`src/rtl/arf_rat_pkg.sv`:
```
// Shared definitions for the architectural register file and rename alias table.
// Checkpoint logic reuses rat_entry_t to snapshot the rename state.
package arf_rat_pkg;

  localparam int ARF_N_ENTRIES  = 32;
  localparam int ROB_N_ENTRIES  = 16;
  localparam int REG_DATA_WIDTH = 32;

  localparam int ARF_ID_W = $clog2(ARF_N_ENTRIES);
  localparam int ROB_ID_W = $clog2(ROB_N_ENTRIES);

  typedef logic [ARF_ID_W-1:0]       arf_id_t;
  typedef logic [ROB_ID_W-1:0]       rob_id_t;
  typedef logic [REG_DATA_WIDTH-1:0] reg_data_t;

  typedef struct packed {
    logic    renamed;
    rob_id_t tag;
  } rat_entry_t;

endpackage

```
`src/rtl/arf_rat_entry.sv`:
```
// One architectural register: committed data plus its rename state.
// The top decodes the register id; this block only sees per-entry hit strobes.
module arf_rat_entry
  import arf_rat_pkg::*;
(
  input  logic       clk,
  input  logic       rst_aL,
  input  logic       dispatch_hit,
  input  rob_id_t    dispatch_rob_id,
  input  logic       retire_hit,
  input  rob_id_t    retire_rob_id,
  input  reg_data_t  retire_reg_data,
  input  logic       flush,
  output reg_data_t  data,
  output rat_entry_t entry
);

  always_ff @(posedge clk or negedge rst_aL) begin
    if (!rst_aL) begin
      data  <= '0;
      entry <= '0;
    end else begin
      if (retire_hit) begin
        data <= retire_reg_data;
      end
      // Priority: flush kills everything, then a new writer, then the retiring one
      // (which only releases the mapping if no younger writer took over).
      if (flush) begin
        entry.renamed <= 1'b0;
      end else if (dispatch_hit) begin
        entry.renamed <= 1'b1;
        entry.tag     <= dispatch_rob_id;
      end else if (retire_hit && (entry.tag == retire_rob_id)) begin
        entry.renamed <= 1'b0;
      end
    end
  end

endmodule

```
`src/rtl/arf_rat.sv`:
```
// Architectural register file with rename alias table: per-register committed data
// and the ROB slot of the youngest in-flight writer, read combinationally.
module arf_rat
  import arf_rat_pkg::*;
#(
  parameter int ARF_N_ENTRIES  = arf_rat_pkg::ARF_N_ENTRIES,
  parameter int ROB_N_ENTRIES  = arf_rat_pkg::ROB_N_ENTRIES,
  parameter int REG_DATA_WIDTH = arf_rat_pkg::REG_DATA_WIDTH
) (
  input  logic      clk,
  input  logic      rst_aL,
  // dispatch_en is already the fired handshake (valid && ROB ready); a cycle with
  // dispatch_en=0 carries no allocation regardless of the other dispatch fields.
  input  logic      dispatch_en,
  input  logic      dispatch_dst_valid,
  input  arf_id_t   dispatch_dst_arf_id,
  input  rob_id_t   dispatch_rob_id,
  input  logic      retire,
  input  rob_id_t   retire_rob_id,
  input  arf_id_t   retire_arf_id,
  input  reg_data_t retire_reg_data,
  input  logic      flush,
  input  arf_id_t   src1_arf_id,
  input  arf_id_t   src2_arf_id,
  output logic      src1_renamed,
  output rob_id_t   src1_rob_id,
  output reg_data_t src1_reg_data,
  output logic      src2_renamed,
  output rob_id_t   src2_rob_id,
  output reg_data_t src2_reg_data
);

  typedef struct packed {
    logic      renamed;
    rob_id_t   rob_id;
    reg_data_t data;
  } rd_t;

  logic [$clog2(ROB_N_ENTRIES)-1:0] retire_tag;
  logic [REG_DATA_WIDTH-1:0]        retire_data;

  reg_data_t  data_q [ARF_N_ENTRIES];
  rat_entry_t ent_q  [ARF_N_ENTRIES];

  logic [ARF_N_ENTRIES-1:0] dispatch_hit;
  logic [ARF_N_ENTRIES-1:0] retire_hit;

  rd_t rd1;
  rd_t rd2;

  assign retire_tag  = retire_rob_id;
  assign retire_data = retire_reg_data;

  // x0 keeps an entry instance but never receives a hit, so it stays at reset value.
  for (genvar i = 0; i < ARF_N_ENTRIES; i++) begin : g_entry
    assign dispatch_hit[i] = (i != 0) && dispatch_en && dispatch_dst_valid &&
                             (dispatch_dst_arf_id == arf_id_t'(i));
    assign retire_hit[i]   = (i != 0) && retire && (retire_arf_id == arf_id_t'(i));

    arf_rat_entry u_entry (
      .clk             (clk),
      .rst_aL          (rst_aL),
      .dispatch_hit    (dispatch_hit[i]),
      .dispatch_rob_id (dispatch_rob_id),
      .retire_hit      (retire_hit[i]),
      .retire_rob_id   (retire_tag),
      .retire_reg_data (retire_data),
      .flush           (flush),
      .data            (data_q[i]),
      .entry           (ent_q[i])
    );
  end

  // Same-cycle retire of the current producer is forwarded; same-cycle dispatch is not.
  function automatic rd_t lookup(input arf_id_t id, input rat_entry_t ent,
                                 input reg_data_t data, input logic ret_v,
                                 input arf_id_t ret_id, input rob_id_t ret_tag,
                                 input reg_data_t ret_data);
    rd_t r;
    r.renamed = ent.renamed;
    r.rob_id  = ent.tag;
    r.data    = data;
    if (id == '0) begin
      r = '0;
    end else if (ret_v && (id == ret_id) && ent.renamed && (ent.tag == ret_tag)) begin
      r.renamed = 1'b0;
      r.data    = ret_data;
    end
    return r;
  endfunction

  always_comb begin
    rd1 = lookup(src1_arf_id, ent_q[src1_arf_id], data_q[src1_arf_id],
                 retire, retire_arf_id, retire_tag, retire_data);
    rd2 = lookup(src2_arf_id, ent_q[src2_arf_id], data_q[src2_arf_id],
                 retire, retire_arf_id, retire_tag, retire_data);
  end

  assign src1_renamed  = rd1.renamed;
  assign src1_rob_id   = rd1.rob_id;
  assign src1_reg_data = rd1.data;
  assign src2_renamed  = rd2.renamed;
  assign src2_rob_id   = rd2.rob_id;
  assign src2_reg_data = rd2.data;

endmodule

```
`config.mk`:
```
export PLATFORM = sky130hd
export DESIGN_NAME = arf_rat
export DESIGN_NICKNAME = d
export VERILOG_FILES = /design/src/rtl/arf_rat_pkg.sv /design/src/rtl/arf_rat_entry.sv /design/src/rtl/arf_rat.sv
export SDC_FILE = /design/constraint.sdc
export NUM_CORES = 2
export LEC_CHECK = 0
export ABC_CLOCK_PERIOD_IN_PS = 4500
export BUFFER_PORTS_ARGS = -buffer_cell sky130_fd_sc_hd__buf_4
export CORE_MARGIN = 8
export CORE_UTILIZATION = 40
export CTS_CLUSTER_DIAMETER = 80
export DETAILED_ROUTE_END_ITERATION = 12
export GPL_TIMING_DRIVEN = 0
export PLACE_DENSITY = 0.55
export SYNTH_ARGS = -nofsm -noshare
export SYNTH_HDL_FRONTEND = slang
export SYNTH_SLANG_ARGS = --single-unit
```
`constraint.sdc`:
```
create_clock -name clk -period 4.5 [get_ports clk]
set_input_delay 0.225 -clock clk [delete_from_list [all_inputs] [get_ports clk]]
set_output_delay 0.225 -clock clk [all_outputs]
set_load 0.02 [all_outputs]
```
# [After elaboration in Yosys (flattened, before gate mapping)]
# Index checks and enable logic that the tools add are counted.
[classes] n_lt_le_gt_ge=2 eq_ne=97 mux=115 n_bitwise=3 n_reduce_logical=164
[ops] op="$bmux 32 s5" count=2
[ops] op="$mux 32" count=8
[ops] op="$eq 5x5->1 const B" count=32
[ops] op="$eq 4x4->1" count=33
[ops] op="$logic_and 1x1->1" count=100
[ops] op="$mux 1" count=97
[ops] op="$reduce_bool 3->1" count=31
[ops] op="$eq 5x4->1 const B" count=16
[ops] op="$reduce_and 2->1" count=31
[ops] op="$bmux 5 s5" count=2
[ops] op="$eq 5x3->1 const B" count=8
[ops] op="$eq 5x2->1 const B" count=4
[ops] op="$mux 5" count=4
[ops] op="$ge 6x6->1 const B" count=2
[ops] op="$not 5->6" count=2
[ops] op="$eq 5x1->1 const B" count=2
[ops] op="$eq 5x5->1" count=2
[ops] op="$logic_not 5->1" count=2
[ops] op="$mux 4" count=2
[ops] op="$not 1->1" count=1
[word_totals] register_bits=1147 input_bits=66 output_inout_bits=74 word_cells=474

# [Longest topological paths before layout]
[depth] depth_word=8 depth_mapped=14 depth_no_buf=8

# [Modules after synthesis]
# A second synthesis with hierarchy kept.
[hier_totals] cells_unflattened=4422 hier_area_um2=67562.3
[by_module_without_submodules] mod="arf_rat_entry" instances=32 cells_per_inst=91 area_per_inst_um2=1465.2 seq_area_each_um2=925.9
[by_module_without_submodules] mod="arf_rat" instances=1 cells_per_inst=1510 area_per_inst_um2=20677.3 seq_area_each_um2=0.0

# [Worst setup path before layout]
# OpenSTA, ideal clock, no wires.
[synth_timing] path_kind="input -> output" from="input port src2_arf_id[0]" to="output port src2_reg_data[16]" arrival_ps=3518 required_time_ps=4275 path_slack_ps=757 stages=10 n_path_buf=6 path_cell_list="buf_6 -> buf_6 -> buf_2 -> buf_2 -> clkbuf_1 -> buf_1 -> mux4_2 -> mux4_2 -> mux2_2 -> mux2_1"
[synth_via] elab_chain_cells=8 elab_cells_between_ends=15 classes_between="eq/ne (2); mux (8); bitwise (1); reduce/logical (4)"
[synth_lines] element="from (decl)" line="arf_rat.sv:24" text="input arf_id_t src2_arf_id,"
[synth_lines] element="$not 5->6 (implied by the code)" line="arf_rat.sv:95" text="rd2 = lookup(src2_arf_id, ent_q[src2_arf_id], data_q[src2_arf_id],"
[synth_lines] element="$bmux 5 s5" line="arf_rat.sv:95"
[synth_lines] element="$mux 5 (implied by the code) (2 in series)" line="arf_rat.sv:95"
[synth_lines] element="$eq 4x4->1 or $logic_and 1x1->1 (tied branches)" line="arf_rat.sv:85" text="end else if (ret_v && (id == ret_id) && ent.renamed && (ent.tag == ret_tag)) begin"
[synth_lines] element="$logic_and 1x1->1" line="arf_rat.sv:85"
[synth_lines] element="$mux 32" line="arf_rat.sv:85"
[synth_lines] element="$mux 32 (*)" line="arf_rat.sv:83" text="if (id == '0) begin"
[synth_lines] element="to (decl)" line="arf_rat.sv:30" text="output reg_data_t src2_reg_data"
# Mark *: on every way between the ends. The rest lies on a longest branch, timed or not. The select of a mux whose other input is x is not followed.

# [Worst setup path after layout]
[layout_timing] from="input port src1_arf_id[3]" to="output port src1_reg_data[20]"
[layout_via] elab_chain_cells=8 elab_cells_between_ends=15 classes_between="eq/ne (2); mux (8); bitwise (1); reduce/logical (4)"
[layout_lines] element="from (decl)" line="arf_rat.sv:23" text="input arf_id_t src1_arf_id,"
[layout_lines] element="$not 5->6 (implied by the code)" line="arf_rat.sv:93" text="rd1 = lookup(src1_arf_id, ent_q[src1_arf_id], data_q[src1_arf_id],"
[layout_lines] element="$bmux 5 s5" line="arf_rat.sv:93"
[layout_lines] element="$mux 5 (implied by the code) (2 in series)" line="arf_rat.sv:93"
[layout_lines] element="$eq 4x4->1 or $logic_and 1x1->1 (tied branches)" line="arf_rat.sv:85"
[layout_lines] element="$logic_and 1x1->1" line="arf_rat.sv:85"
[layout_lines] element="$mux 32" line="arf_rat.sv:85"
[layout_lines] element="$mux 32 (*)" line="arf_rat.sv:83"
[layout_lines] element="to (decl)" line="arf_rat.sv:27" text="output reg_data_t src1_reg_data,"
# Marked as above.

==> results.toml <==
[worst_setup_path]
setup.worst_path.start = "src1_arf_id[3]"
cp_cell_sequence = "buf_4 > clkbuf_1 > clkbuf_1 > clkbuf_1 > mux4_2 > mux2_2 > mux2_2 > buf_4"
cp_top_family = "buffers and inverters"
crit_path_max_fanout = 10
critical_path_class = "primary input to primary output"
r2r_start = "g_entry[25].u_entry.entry[3]"
arrival_ns = 4.39
r2r-end = "g_entry[25].u_entry.entry[4]"
regToRegSetupSlack_ns = 2.51
end_kind = "primary output"
critPathCapture = "src1_reg_data[20]"
slowest_delay_ns = 1.17
cp_slowest_cell = "clkbuf_1"
crit_cells = 8
cp.buffers_inverters = 5
crit_path_frequent_cell = "clkbuf_1"
cp-start-kind = "primary input"
reg2reg_depth = 4
worstPathRequired_ns = 4.28

[power_and_ir_drop]
leakagePower_uw = 0.0313
comb_power_share = 0.226
clkPwrFrac = 0.354
ir_worst_vdd_uv = 418
switching_share = 0.293
internal_power_uw = 22900
p_switching_uw = 9470
p_per_area_nw_per_um2 = 442
p_seq_frac = 0.420

[routing]
ant_nets = 0
via_per_inst = 6.37
drt-total-wl_um = 243000
first_pass_iters = 5
drt_iter0_markers = 4460
drc = 0
wl_per_cell_um = 36.6
via_count = 42257

[cts]
cts_made_buffers = 138
worstSkewPairLatency_ns = 0.82
cts_tree = "built"
cts-root-buf = "clkbuf_16"
clk_pin_slew_ns = 0.06
cts.sink_count = 1147
htreeDepth = 4
clk_path_buf_depth = 3

[place]
place_ws_ns = -1.81
dpl.cell_count = 6336
dpl.hpwl_um = 167000
io_buffers = 126
routabilityCongestion = 0.933

[grt]
globalRouteOverflowTotal = 0
antenna_found_initial = 14
grt_pass1_vias = 43725
grt_usage = 0.278
grt_max_degree = 170
grt_pass1_wl_um = 343000

[die]
num_rows = 146
fp.dieArea_um2 = 172000
core-area_um2 = 158000
die_h_um = 415
pin_count = 140
die_w_um = 415
initial_core_util = 0.402

[yosys]
syn_inst = 4130
synth_edf_count = 0
yosysUniqueCellTypes = 53
postSynthRegisterBits = 1147
avgSynthCellArea_um2 = 15.4
syn_nets = 4196
yosysWarnings = 0
ys.flop_type = "dfrtp_1"
synthArstFlopShare = 1.00
seq_area_frac_synth = 0.451
synth_area_um2 = 63600

[sta]
slew_headroom = -0.0587
worstMarginPinSlew_ns = 1.59
hold_viol_final = 0
setup_total_negative_slack_ns = -0.615
min_period_ns = 4.62
worst_hold_slack_ns = 0.139
rsz0062_at_grt = "true"
fin_crit_sh = 1.03
slew_violations = 54
fin_ws_ns = -0.118
clock.fmax_mhz = 217
setup_violations = 21
finClkSkew_ns = 0.0166

[final_layout]
instances_no_fill = 6638
syn_to_final_growth_pct = 15.2
mostFrequentLayoutCells = "mux2_2 (1255), dfrtp_1 (1147), mux4_2 (635)"
nNetsFinal = 4527
final_common_cell = "mux2_2"
utilization = 0.463
final_layout_size_suffix_gt1_frac = 0.538

[outcome]
violations = "max-capacitance violations, max-slew violations, negative setup slack"
outcome = "complete, but fails checks"

[worst_hold_path]
hold-path-cell-count = 4
hold_class = "primary input to flop"

[run]
cap_violations = 6
## cell type report
class	count	area [um^2]
buffer	435	2120
tap	2072	2590
clock buffer	195	3940
clock inverter	46	673
sequential	1147	28700
antenna	4	10.0
multi-input combinational	2545	33300
timing repair buffer	192	1920
inverter	2	7.51
fill	14066	84900
## cell families after synthesis
family | Yosys count | share of synthesized area
AND/OR/NAND/NOR | 248 | 0.0187
flip-flops | 1147 | 0.451
AO/OA/AOI/OAI | 153 | 0.0175
multiplexers | 2001 | 0.465
XOR/XNOR | 143 | 0.0197
buffers and inverters | 438 | 0.0273
## flip-flops by register name (all words and copies together) (netlist names)
register	cells
g_entry.u_entry.data	992
g_entry.u_entry.entry	155
## synth_stat cells, drive strengths merged, types with 2 or more instances
master	count	area [um^2]
a31oi	2	12.5
nand3b	3	22.5
a22oi	4	30.0
nor4	16	115
a32oi	2	17.5
or2	2	12.5
nand2b	16	100
nand2	88	330
nand4	4	25.0
xnor2	47	412
buf	123	556
nor2b	11	68.8
o22ai	12	75.1
inv	2	7.51
nand3	27	135
xor2	96	841
a21oi	8	40.0
o211ai	2	15.0
a211o	2	17.5
mux2i	78	781
a22o	33	289
a32o	11	110
or3	5	31.3
o221ai	7	61.3
o21ai	43	215
nor2	44	165
dfrtp	1147	28700
nor3b	3	22.5
mux4	635	14300
a21o	2	15.0
clkbuf	313	1170
mux2	1288	14500
nor3	24	120
a31o	16	140
## worst min path at each step
stage	from	slack, ns	end
after floorplan	rst_aL	-0.07	g_entry[10].u_entry.data[0]
after global placement	dispatch_rob_id[1]	0.48	g_entry[23].u_entry.entry[1]
after detailed placement	rst_aL	0.16	g_entry[17].u_entry.data[28]
after CTS	dispatch_dst_arf_id[3]	0.09	g_entry[6].u_entry.entry[4]
after global routing	dispatch_dst_arf_id[3]	0.13	g_entry[6].u_entry.entry[4]
final	dispatch_dst_arf_id[2]	0.14	g_entry[10].u_entry.entry[4]
## worst reg2reg max path, delay by kind of cell, from the launching register on
family,cells,cell delay [ns]
AND/OR/NAND/NOR,2,0.94
AO/OA/AOI/OAI,1,0.30
flip-flops,1,0.43
XOR/XNOR,1,0.23
## per-layer routing
layer,share of wire,wire length (um),vias up,global-route usage
met4,0.050,12300,6,0.124
li1,-,-,16645,-
met2,0.47,114000,2013,0.440
met1,0.40,97500,23016,0.361
met3,0.080,19500,577,0.0707
met5,0.00016,39,-,0
## power by group through the flow
stage | combinational, uW | sequential [uW] | clock (uW)
after global routing | 7700 | 13800 | 12000
final | 7330 | 13600 | 11400
after floorplan | 5080 | 13200 | 0
after CTS | 7300 | 13500 | 11600
after detailed placement | 7120 | 13700 | 0
after global placement | 7000 | 13600 | 0
## metrics by stage
step	instance area (um^2)	power [uW]
4_1_cts	73100	32400
6_report	73300	32400
3_3_place_gp	67100	20600
5_1_grt	73200	33600
2_1_floorplan	63600	18300
3_5_place_dp	67400	20800
## what timing repair did
| action | in CTS | in global routing |
|---|---|---|
| hold buffers | 44 | 0 |
| setup endpoints to repair | 66 | 55 |
| setup buffers | 6 | 3 |
| pin swaps | 2 | 3 |
| gates cloned | 2 | 0 |
| resized for setup | 249 | 25 |
| hold endpoints to repair | 319 | 0 |
No activity file was read; power rests on OpenSTA's default activity.
